### config.mk
export PLATFORM = sky130hd
export DESIGN_NAME = chunked_addsub_flat
export DESIGN_NICKNAME = d
export VERILOG_FILES = /design/src/rtl/chunked_addsub_if.sv /design/src/rtl/chunked_addsub.sv /design/src/flat_wrapper.sv
export SDC_FILE = /design/constraint.sdc
export NUM_CORES = 1
export LEC_CHECK = 0
export ABC_AREA = 1
export CAP_MARGIN = 30
export CORE_MARGIN = 1.5
export CORE_UTILIZATION = 35
export DETAILED_ROUTE_END_ITERATION = 7
export PLACE_DENSITY = 0.71
export SYNTH_ARGS = -nofsm -noshare
export SYNTH_HDL_FRONTEND = slang
export SYNTH_SLANG_ARGS = --single-unit
### constraint.sdc
create_clock -name clk -period 7.04 [get_ports clk]
set_clock_uncertainty 0.1 [all_clocks]
set_input_delay 1.408 -clock clk [delete_from_list [all_inputs] [get_ports clk]]
set_output_delay 1.408 -clock clk [all_outputs]
set_load 0.005 [all_outputs]
### src/rtl/chunked_addsub_if.sv
// Operand/result bus for chunked_addsub.
// Handshake rule, both sides: a transfer happens on a rising clk edge where
// valid and ready are both high; the producer holds its data stable while
// valid is high and ready is low.
interface chunked_addsub_if #(
    parameter int WIDTH = 8
);
    logic             in_valid;
    logic             in_ready;
    logic [WIDTH-1:0] x;
    logic [WIDTH-1:0] y;
    logic             sub;
    logic             acc_mode;
    logic             acc_clr;
    logic             out_valid;
    logic             out_ready;
    logic [WIDTH-1:0] s;
    logic             c;
    logic             v;
    logic [WIDTH-1:0] acc;

    modport master (
        output in_valid, x, y, sub, acc_mode, acc_clr, out_ready,
        input  in_ready, out_valid, s, c, v, acc
    );

    modport slave (
        input  in_valid, x, y, sub, acc_mode, acc_clr, out_ready,
        output in_ready, out_valid, s, c, v, acc
    );
endinterface

### src/rtl/chunked_addsub.sv
// Multi-cycle adder/subtractor with accumulator. Operands are summed CHUNK
// bits per clock, LSB chunk first, with the carry registered between chunks.
// WIDTH must be a multiple of CHUNK; CHUNK == WIDTH gives a single RUN cycle.
module chunked_addsub #(
    parameter int WIDTH = 8,
    parameter int CHUNK = 2
) (
    input  logic               clk,
    input  logic               rst_n,
    chunked_addsub_if.slave    bus,
    output logic [1:0]         o_dbg_state
);
    localparam int N  = WIDTH / CHUNK;
    localparam int KW = (N > 1) ? $clog2(N) : 1;

    typedef enum logic [1:0] {
        S_IDLE = 2'd0,
        S_RUN  = 2'd1,
        S_DONE = 2'd2
    } state_t;

    state_t           r_state;
    state_t           w_next_state;
    logic [WIDTH-1:0] r_a;
    logic [WIDTH-1:0] r_b;
    logic [WIDTH-1:0] r_s;
    logic [WIDTH-1:0] r_acc;
    logic             r_carry;
    logic             r_c;
    logic             r_v;
    logic [KW-1:0]    r_k;

    logic [CHUNK-1:0] w_a_chunk;
    logic [CHUNK-1:0] w_b_chunk;
    logic [CHUNK:0]   w_chunk_sum;
    logic             w_carry_into_msb;
    logic             w_last;
    logic             w_accept;
    logic             w_out_hs;

    // Current chunk of each operand and its sum with the registered carry.
    assign w_a_chunk   = r_a[r_k*CHUNK +: CHUNK];
    assign w_b_chunk   = r_b[r_k*CHUNK +: CHUNK];
    assign w_chunk_sum = {1'b0, w_a_chunk} + {1'b0, w_b_chunk} + {{CHUNK{1'b0}}, r_carry};
    // Carry into the top bit of the chunk, recovered from its sum bit.
    assign w_carry_into_msb = w_a_chunk[CHUNK-1] ^ w_b_chunk[CHUNK-1] ^ w_chunk_sum[CHUNK-1];
    assign w_last   = (r_k == KW'(N - 1));
    assign w_accept = (r_state == S_IDLE) && bus.in_valid;
    assign w_out_hs = (r_state == S_DONE) && bus.out_ready;

    // State register.
    always_ff @(posedge clk or negedge rst_n) begin
        if (!rst_n) begin
            r_state <= S_IDLE;
        end else begin
            r_state <= w_next_state;
        end
    end

    // Next state; handshake outputs depend on state only.
    always_comb begin
        w_next_state  = r_state;
        bus.in_ready  = 1'b0;
        bus.out_valid = 1'b0;
        case (r_state)
            S_IDLE: begin
                bus.in_ready = 1'b1;
                if (bus.in_valid) w_next_state = S_RUN;
            end
            S_RUN: begin
                if (w_last) w_next_state = S_DONE;
            end
            S_DONE: begin
                bus.out_valid = 1'b1;
                if (bus.out_ready) w_next_state = S_IDLE;
            end
            default: w_next_state = S_IDLE;
        endcase
    end

    // Operand latch and chunk-serial datapath. Subtraction is A + ~B + 1,
    // with the +1 entering as the initial carry.
    always_ff @(posedge clk or negedge rst_n) begin
        if (!rst_n) begin
            r_a     <= '0;
            r_b     <= '0;
            r_s     <= '0;
            r_carry <= 1'b0;
            r_c     <= 1'b0;
            r_v     <= 1'b0;
            r_k     <= '0;
        end else begin
            if (w_accept) begin
                r_a     <= bus.acc_mode ? r_acc : bus.x;
                r_b     <= bus.sub ? ~bus.y : bus.y;
                r_carry <= bus.sub;
                r_k     <= '0;
            end else if (r_state == S_RUN) begin
                r_s[r_k*CHUNK +: CHUNK] <= w_chunk_sum[CHUNK-1:0];
                r_carry <= w_chunk_sum[CHUNK];
                r_k     <= r_k + KW'(1);
                if (w_last) begin
                    r_c <= w_chunk_sum[CHUNK];
                    r_v <= w_carry_into_msb ^ w_chunk_sum[CHUNK];
                end
            end
        end
    end

    // Accumulator: clear has priority over capturing the delivered result.
    always_ff @(posedge clk or negedge rst_n) begin
        if (!rst_n) begin
            r_acc <= '0;
        end else if (bus.acc_clr) begin
            r_acc <= '0;
        end else if (w_out_hs) begin
            r_acc <= r_s;
        end
    end

    assign bus.s       = r_s;
    assign bus.c       = r_c;
    assign bus.v       = r_v;
    assign bus.acc     = r_acc;
    assign o_dbg_state = r_state;
endmodule

### src/flat_wrapper.sv
// flat-port wrapper written by rule: the top's interface ports become plain ports
module chunked_addsub_flat 
#(
    parameter int WIDTH = 8,
    parameter int CHUNK = 2
)
  (clk, rst_n, o_dbg_state, bus_in_valid, bus_x, bus_y, bus_sub, bus_acc_mode, bus_acc_clr, bus_out_ready, bus_in_ready, bus_out_valid, bus_s, bus_c, bus_v, bus_acc);
  chunked_addsub_if #(.WIDTH(WIDTH)) bus_i ();
  input  logic clk;
  input  logic rst_n;
  output logic [1:0] o_dbg_state;
  input wire logic [$bits(bus_i.in_valid)-1:0] bus_in_valid;
  input wire logic [$bits(bus_i.x)-1:0] bus_x;
  input wire logic [$bits(bus_i.y)-1:0] bus_y;
  input wire logic [$bits(bus_i.sub)-1:0] bus_sub;
  input wire logic [$bits(bus_i.acc_mode)-1:0] bus_acc_mode;
  input wire logic [$bits(bus_i.acc_clr)-1:0] bus_acc_clr;
  input wire logic [$bits(bus_i.out_ready)-1:0] bus_out_ready;
  output wire logic [$bits(bus_i.in_ready)-1:0] bus_in_ready;
  output wire logic [$bits(bus_i.out_valid)-1:0] bus_out_valid;
  output wire logic [$bits(bus_i.s)-1:0] bus_s;
  output wire logic [$bits(bus_i.c)-1:0] bus_c;
  output wire logic [$bits(bus_i.v)-1:0] bus_v;
  output wire logic [$bits(bus_i.acc)-1:0] bus_acc;
  assign bus_i.in_valid = bus_in_valid;
  assign bus_i.x = bus_x;
  assign bus_i.y = bus_y;
  assign bus_i.sub = bus_sub;
  assign bus_i.acc_mode = bus_acc_mode;
  assign bus_i.acc_clr = bus_acc_clr;
  assign bus_i.out_ready = bus_out_ready;
  assign bus_in_ready = bus_i.in_ready;
  assign bus_out_valid = bus_i.out_valid;
  assign bus_s = bus_i.s;
  assign bus_c = bus_i.c;
  assign bus_v = bus_i.v;
  assign bus_acc = bus_i.acc;
  chunked_addsub #(.WIDTH(WIDTH), .CHUNK(CHUNK)) u_core (.clk(clk), .rst_n(rst_n), .bus(bus_i), .o_dbg_state(o_dbg_state));
endmodule
### Word level (Yosys, flattened, before mapping)

Cells that the tools add are included.

| word-level totals | value |
|---|---|
| register bits | 39 |
| input port bits | 23 |
| output and inout bits | 22 |
| word-level logic and storage cells | 51 |

| cells by class | value |
|---|---|
| $add $sub $neg | 4 |
| equal/unequal tests | 6 |
| shift-type cells | 4 |
| muxes and demuxes | 15 |
| bitwise operators | 5 |
| reductions and logical operators | 8 |

Operator list:

| operator | number |
|---|---|
| negation 3 -> 34 bit | 1 |
| variable shift 2 x 34 -> 8 bit (first input constant) | 1 |
| indexed part select 2 x 34 -> 8 bit | 1 |
| 2-to-1 mux 8 bit | 4 |
| indexed part select 8 x 4 -> 2 bit | 2 |
| 2-to-1 mux 2 bit | 5 |
| bitwise mux 8 bit | 1 |
| inverter 8 bit | 1 |
| one-hot mux 2 bit (3 select lines) | 1 |
| AND reduction 3 bit | 2 |
| == test 2 bit (second input constant) | 2 |
| 2-to-1 mux 1 bit | 4 |
| inequality test 2 bit (second input constant) | 2 |
| nonzero test 2 bit | 2 |
| adder 2 x 2 -> 3 bit | 1 |
| adder 3 x 1 -> 3 bit | 1 |
| XOR 1 bit | 3 |
| adder 2 x 1 -> 2 bit (second input constant) | 1 |
| == test 2 x 1 -> 1 bit (second input constant) | 1 |
| logical AND 1 bit | 2 |
| logical NOT 2 bit | 1 |
| inequality test 2 x 1 -> 1 bit (second input constant) | 1 |
| AND reduction 2 bit | 1 |
| inverter 1 bit | 1 |

### Longest topological paths before layout

Gate-level depths: netlist of the first run.

| logic depth | value |
|---|---|
| word-level depth | 5 |
| mapped depth | 12 |
| mapped depth without buffers | 12 |

### Worst setup path before layout of the first run

Ideal clock, no wire load.

| timing path | value |
|---|---|
| path type | register to register |
| start point | reg u_core.r_k[0] |
| end point | reg u_core.r_s[7], in the netlist u_core.bus.s[7] |
| library setup time | 83 ps |
| arrival time | 2,198 ps |
| required time | 6,857 ps |
| path slack | 4,659 ps |
| cell stages (with the launch flop) | 11 |
| path buffers | 1 |
| clock period less this slack | 2,381 ps |
| cells stage by stage | dfrtp_1 > inv_1 > buf_2 > o21ai_0 > o22ai_1 > fa_1 > fa_1 > inv_1 > nor2_1 > nand2_1 > o21ai_0 |

| between the ends | value |
|---|---|
| longest elaborated chain between the ends | 5 |
| elaborated cells on any way between the ends | 8 |
| those cells by class | add/sub: 3; shift: 4; mux: 1 |

RTL lines:

| item | RTL line | text |
|---|---|---|
| from (decl) | chunked_addsub.sv:31 | `logic [KW-1:0] r_k;` |
| from (signal assigned) | chunked_addsub.sv:101 | `r_k <= r_k + KW'(1);` |
| indexed part select 8 x 4 -> 2 bit (on tied branches) | chunked_addsub.sv:42, chunked_addsub.sv:43 |  |
| adder 2 x 2 -> 3 bit | chunked_addsub.sv:44 | `assign w_chunk_sum = {1'b0, w_a_chunk} + {1'b0, w_b_chunk} + {{CHUNK{1'b0}}, r_carry};` |
| adder 3 x 1 -> 3 bit | chunked_addsub.sv:44 |  |
| indexed part select 2 x 34 -> 8 bit | chunked_addsub.sv:99 | `r_s[r_k*CHUNK +: CHUNK] <= w_chunk_sum[CHUNK-1:0];` |
| bitwise mux 8 bit * | chunked_addsub.sv:99 |  |
| to (signal, indexed assignment) | chunked_addsub.sv:99 |  |
| to (decl) | chunked_addsub.sv:26 | `logic [WIDTH-1:0] r_s;` |

Every way passes the cells marked *; elsewhere a longest branch is shown, timed or not.
A chain may end at the register's enable or synchronous reset.

### Final worst setup path of the first run

| timing path | value |
|---|---|
| start point | reg u_core.r_state[1], in the netlist u_core.o_dbg_state[1] |
| end point | out bus_out_valid |

| between the ends | value |
|---|---|
| longest elaborated chain between the ends | 2 |

RTL lines:

| item | RTL line | text |
|---|---|---|
| from (decl) | chunked_addsub.sv:22 | `state_t r_state;` |
| from (signal assigned) | chunked_addsub.sv:56 | `r_state <= w_next_state;` |
| == test 2 bit | chunked_addsub.sv:65 | `case (r_state)` |
| 2-to-1 mux 1 bit | chunked_addsub.sv:65 |  |
| to (decl) | flat_wrapper.sv:20 | `output wire logic [$bits(bus_i.out_valid)-1:0] bus_out_valid;` |

No other way between the ends.

==> results of run 1 <==
==> per-stage QoR <==
stage	setup WS, ns	total power, W
detailed placement	4.154	0.0008510
finish	4.081	0.0009923
global placement	4.283	0.0008353
floorplan	4.659	0.0007040
global route	3.840	0.001090
CTS	4.060	0.001001
==> power breakdown <==
part	switching, W	internal, W
logic	0.000273	0.000205
registers	0.0000685	0.000299
clock network	0.0000779	0.0000692
total	0.000419	0.000573
==> registers in the layout, summed over array words and instances, names as in the netlist <==
signal / flops
u_core.bus.acc: 8
u_core.r_a: 8
u_core.r_k: 2
u_core.o_dbg_state: 2
u_core.r_carry: 1
u_core.bus.c: 1
u_core.r_b: 8
u_core.bus.v: 1
u_core.bus.s: 8
==> synthesized netlist by cell type (all sizes together) <==
| cell type | number |
|---|---|
| o211ai | 1 |
| o22ai | 2 |
| fa | 2 |
| a21oi | 4 |
| nor2 | 11 |
| clkinv | 1 |
| buf | 5 |
| clkbuf | 2 |
| xnor2 | 8 |
| o31ai | 1 |
| nand3 | 7 |
| inv | 26 |
| dfrtp | 39 |
| o21ai | 52 |
| ha | 7 |
| nand2 | 61 |
| nand4 | 3 |
==> cell families after synthesis <==
| kind of cell | Yosys count | share of synthesized area [%] |
|---|---|---|
| simple gates | 82 | 17.65 |
| compound gates | 60 | 15.64 |
| flops | 39 | 49.00 |
| buf+inv | 34 | 7.788 |
| fa+ha+maj | 9 | 6.407 |
| xor+xnor | 8 | 3.518 |
==> cell type report <==
class	instances	area share, %
flip-flops and latches	39	38.27
inverters	27	4.024
clock inverters	2	0.4907
multi-input cells	159	33.76
repair buffers	44	17.08
clock buffers	6	2.846
well taps	72	3.533
==> worst register-to-register path, cell delays in order, from the launching register on <==
cell and delay [ns]:
dfrtp_1 0.62, inv_1 0.33, o21ai_0 0.24, o22ai_1 0.12, fa_1 0.42, fa_1 0.52
inv_1 0.06, nor2_1 0.14, nand2_1 0.09, o21ai_0 0.18
==> cells in the final DEF, fill, tap and decap left out, types with 2 or more instances in the layout <==
| cell | count |
|---|---|
| o21ai_0 | 35 |
| clkdlybuf4s50_1 | 43 |
| dfrtp_1 | 39 |
| ha_1 | 7 |
| clkinv_2 | 2 |
| inv_1 | 26 |
| xnor2_1 | 8 |
| clkbuf_8 | 5 |
| nand2_1 | 58 |
| a21oi_1 | 4 |
| nand3_1 | 6 |
| nor2_1 | 9 |
| nand2_2 | 2 |
| nand4_1 | 3 |
| fa_1 | 2 |
| o22ai_1 | 2 |
| o21ai_1 | 16 |
==> path summary, 6_finish.rpt <==
kind	endpoint	depth (start not counted)
min in group asynchronous	u_core.bus.s[7]	1
worst max register to register	u_core.bus.s[7]	9
worst min register to register	u_core.r_b[3]	2
max in group asynchronous	u_core.r_carry	1
worst min-delay path	u_core.r_b[3]	2
worst max-delay path	bus_out_valid	3
==> per-layer routing <==
metal / global-route usage [%] / routed length (um) / vias to the layer above
li1: - / - / 834
met1: 18.94 / 1953 / 713
met2: 23.04 / 1909 / 39
met3: 5.000 / 225 / 5
met4: 4.821 / 55 / 0
met5: 0 / 0 / -
==> flow_summary.json, run 1 <==
{
  "final_cells": 349,
  "syn_inst": 232,
  "grt_pass1_vias": 1511,
  "fin_setup_tns_ns": 0,
  "power.density_mw_per_mm2": 389.2,
  "cts_buffers": 5,
  "clk_pin_slew_ns": 0.07,
  "ir_drop_v": 0.0001487,
  "cp_cell_sequence": "inv_1, nor2_1, clkdlybuf4s50_1",
  "relSlewSlack_pct": 43.59,
  "ctsHoldBuffers": 0,
  "worstMarginPinSlew_ns": 0.8462,
  "maxSlewViolCount": 0,
  "diodes": 0,
  "rows": 27,
  "worst_hold_slack_ns": 0.3830,
  "grt_pass1_wl_um": 6879,
  "ant_nets": 0,
  "cpLargestDelayFamily": "buffers and inverters",
  "cp_slowest_cell": "clkdlybuf4s50_1",
  "ys_seq_area_share_pct": 48.99,
  "grt_use_total_pct": 14.67,
  "io_buffer_count": 44,
  "regToRegSetupSlack_ns": 4.14,
  "initialDrtViolationCount": 98,
  "path_class": "reg2out",
  "drv_cap": 0,
  "p_leak_nw": 1.123,
  "regToRegStartpoint": "u_core.r_k[0]",
  "yosysWarnings": 0,
  "fp.dieArea_mm2": 0.006153,
  "max_stage_delay_ns": 0.50,
  "seqCellArea_um2": 975.9,
  "setup_viol": 0,
  "fp.dieW_um": 78.44,
  "place_inst": 341,
  "drc": 0,
  "grt_overflow": 0,
  "synth_area_leaders": "dfrtp_1, nand2_1, o21ai_0",
  "antenna_found_initial": 0,
  "htree_num_levels": 2,
  "post_cts_buffers": 0,
  "hold_class": "reg2reg",
  "core_area_mm2": 0.005507,
  "fill_cells": 535,
  "synth-seq-cells": 39,
  "clkLatencyLatePin_ns": 0.29,
  "clock.fmax_mhz": 337.9,
  "clk_path_buf_depth": 2,
  "dp_hpwl_um": 3097,
  "final_cell_area_mm2": 0.002550,
  "hold_viol": 0,
  "path_max_fanout": 4,
  "status": "finished clean",
  "layout-drive-gt1-share_pct": 5.776,
  "root_buffer": "clkbuf_8",
  "arrival_ns": 1.45,
  "routedWlPerCell_um": 11.87,
  "die_h_um": 78.44,
  "period_minus_slack_ns": 2.959,
  "end_kind": "primary output",
  "totalWireLength_um": 4144,
  "viasPerCell": 4.559,
  "cts_sinks": 39,
  "crit_path_start": "u_core.o_dbg_state[1]",
  "syn_nets": 264,
  "gp_congestion": 0.8022,
  "placed_area_mm2": 0.002465,
  "fin_util_pct": 46.31,
  "synth_top_area_cell": "dfrtp_1",
  "multi_input_area_um2": 860.8,
  "drtPass1Iterations": 4,
  "cp.buffers_inverters": 2,
  "pin_count": 45,
  "area_delta_synth_final_pct": 28.02,
  "rsz0062_at_grt": "false",
  "grt_max_degree": 40,
  "nets": 308,
  "syn_area_mm2": 0.001992,
  "post-route-period-util_pct": 42.04,
  "initial_core_util_pct": 36.17,
  "num_vias": 1591,
  "synth_top_cell_area_share_pct": 48.99,
  "required_ns": 5.53,
  "cts_resized": 0,
  "crit_path_start_kind": "register",
  "cts_tree": "built",
  "syn_avg_cell_area_um2": 8.586,
  "synth_cell_types": 26,
  "min_from": "u_core.r_b[3]"
}
Power figures use the tool's default switching activity.
==> run 2, diff against run 1 <==
==> constraint.sdc (replaced) <==
create_clock -name clk -period 2.78 [get_ports clk]
set_clock_uncertainty 0.1 [all_clocks]
set_input_delay 0.556 -clock clk [delete_from_list [all_inputs] [get_ports clk]]
set_output_delay 0.556 -clock clk [all_outputs]
set_load 0.005 [all_outputs]
==> run 2 against run 1 <==
Sequential cell count unchanged. Clock power increased to 3.3 times the previous value. Final cell count rose by 0.86%. Global-route usage increased by 1.1 points. Sequential share of layout area down 0.83 points. Hold slack worse by 0.12 ns. Design area is 2.4% higher. Clock-buffer cell count is the same. Via count is 2.6% higher. Register-to-register slack lost 3.9 ns. Sequential power is 150% higher. Critical path type is now reg2reg.
==> flow_summary.json, run 2 (synthesized netlist as in run 1, its figures left out) <==
{
  "initialDrtViolationCount": 59,
  "worst_hold_slack_ns": 0.2645,
  "gp_congestion": 0.8005,
  "cts_tree": "built",
  "cp_slowest_cell": "fa_1",
  "nets": 311,
  "clk_path_buf_depth": 2,
  "fin_setup_tns_ns": 0,
  "die_h_um": 78.44,
  "worstRegToRegCells": 9,
  "crit_path_start_kind": "register",
  "post-route-period-util_pct": 90.24,
  "ctsHoldBuffers": 0,
  "fp.dieW_um": 78.44,
  "final_cell_mix": "nand2_1, clkdlybuf4s50_1, dfrtp_1, o21ai_0, inv_1",
  "mostFrequentLayoutCell": "nand2_1",
  "switching_share_pct": 40.49,
  "required_ns": 2.89,
  "grt_pass1_wl_um": 7493,
  "path_max_fanout": 15,
  "diodes": 0,
  "grt_max_degree": 40,
  "routedWlPerCell_um": 12.09,
  "placed_area_mm2": 0.002472,
  "p_leak_nw": 1.152,
  "ir_drop_v": 0.0004008,
  "drtPass1Iterations": 4,
  "fp.dieArea_mm2": 0.006153,
  "regToRegStartpoint": "u_core.r_k[0]",
  "worstMarginPinSlew_ns": 0.8510,
  "r2r_end": "u_core.bus.s[7]",
  "dp_hpwl_um": 3259,
  "pin_count": 45,
  "hold_class": "in2async",
  "grt_use_total_pct": 15.75,
  "core_area_mm2": 0.005507,
  "cts_sinks": 39,
  "arrival_ns": 2.62,
  "ant_nets": 0,
  "cts_buffers": 5,
  "initial_core_util_pct": 36.17,
  "finalPower_w": 0.002687,
  "rows": 27,
  "relSlewSlack_pct": 43.27,
  "drv_cap": 0,
  "status": "finished clean",
  "layout-drive-gt1-share_pct": 7.857,
  "pwr-share-comb_pct": 47.8,
  "cp_cell_sequence": "buf_4, o21ai_0, nand2_1, fa_1, fa_1, inv_1, nor2_1, nand2_1, o21ai_0",
  "clkLatencyLatePin_ns": 0.30,
  "htree_num_levels": 2,
  "final_cell_area_mm2": 0.002610,
  "clock.fmax_mhz": 398.6,
  "totalWireLength_um": 4257,
  "pwr-share-clk_pct": 18.2,
  "drc": 0,
  "root_buffer": "clkbuf_8",
  "power.density_mw_per_mm2": 1030,
  "grt_pass1_vias": 1594,
  "max_stage_delay_ns": 0.54,
  "maxSlewViolCount": 0,
  "clk_pin_slew_ns": 0.08,
  "path_class": "reg2reg",
  "viasPerCell": 4.636,
  "intPower_w": 0.001599,
  "hold_viol": 0,
  "end_kind": "register",
  "regToRegSetupSlack_ns": 0.27,
  "setup_viol": 0,
  "period_minus_slack_ns": 2.509,
  "num_vias": 1632,
  "grt_overflow": 0,
  "area_delta_synth_final_pct": 31.03,
  "rsz0062_at_grt": "false",
  "io_buffer_count": 44,
  "p_sw_w": 0.001088,
  "antenna_found_initial": 0,
  "p_seq_share_pct": 34.0
}
==> run 2: cell count changes in the layout (fill, tap and decap cells not counted) <==
cell and delta:
bufinv_16 +1, inv_1 -1, clkbuf_1 -1, dfrtp_1 -1, o21ai_0 -1, buf_4 +3, clkbuf_8 +1, dfrtp_2 +1
o21ai_1 +1
==> run 2: cell type report <==
| type | instances | area [um^2] |
|---|---|---|
| clock buffers | 6 | 82.58 |
| clock inverters | 2 | 35.03 |
| fillers | 566 | 2897 |
| inverters | 27 | 106.4 |
| multi-input cells | 159 | 860.8 |
| flip-flops and latches | 39 | 977.2 |
| well taps | 72 | 90.09 |
| repair buffers | 47 | 457.9 |
==> run 2: worst max path at each step <==
stage / start / to / slack (ns) / depth (start not counted)
5_1_grt: u_core.r_k[0] / u_core.bus.s[7] / 0.04 / 9
2_1_floorplan: u_core.r_k[0] / u_core.bus.s[7] / 0.40 / 10
3_3_place_gp: u_core.r_k[0] / u_core.bus.s[7] / 0.37 / 10
6_report: u_core.r_k[0] / u_core.bus.s[7] / 0.27 / 9
3_5_place_dp: u_core.r_k[0] / u_core.bus.s[7] / 0.26 / 10
4_1_cts: u_core.r_k[0] / u_core.bus.s[7] / 0.23 / 10
==> run 2: through the flow <==
stage,worst slack (ns),instances,utilization [%]
detailed placement,0.2602,342,44.90
global placement,0.3701,342,44.90
CTS,0.2320,350,47.03
finish,0.2714,352,47.40
floorplan,0.3995,232,-
global route,0.03760,352,47.40
==> run 2: worst max-delay path: cells and delay by family, from the launching register on <==
family	cells	cell delay [ns]
buffers and inverters	2	0.26
DFF	1	0.41
AOI/OAI and AO/OA	2	0.39
and+or+nand+nor	3	0.33
adders and majority gates	2	0.93
==> run 2: timing repair <==
action / 4_1_cts / 5_1_grt
buffers inserted: 0 / 2
hold endpoints to repair: 0 / 0
gates resized for setup: 0 / 3
endpoints found under the setup margin: 0 / 1
==> run 2: power groups by stage <==
stage	sequential (W)	clock, W	combinational, W
after floorplan	0.000891	0	0.000892
after global placement	0.000917	0	0.00122
after CTS	0.000910	0.000498	0.00127
final	0.000914	0.000489	0.00128
after global routing	0.000944	0.000519	0.00150
after detailed placement	0.000920	0	0.00127
==> run 2: metal layers <==
| layer | up-vias | global-route usage [%] | wire length [um] |
|---|---|---|---|
| li1 | 839 | - | - |
| met1 | 742 | 21.04 | 1984 |
| met2 | 43 | 24.43 | 2018 |
| met3 | 8 | 3.837 | 172 |
| met4 | 0 | 6.429 | 82 |
| met5 | - | 0 | 0 |
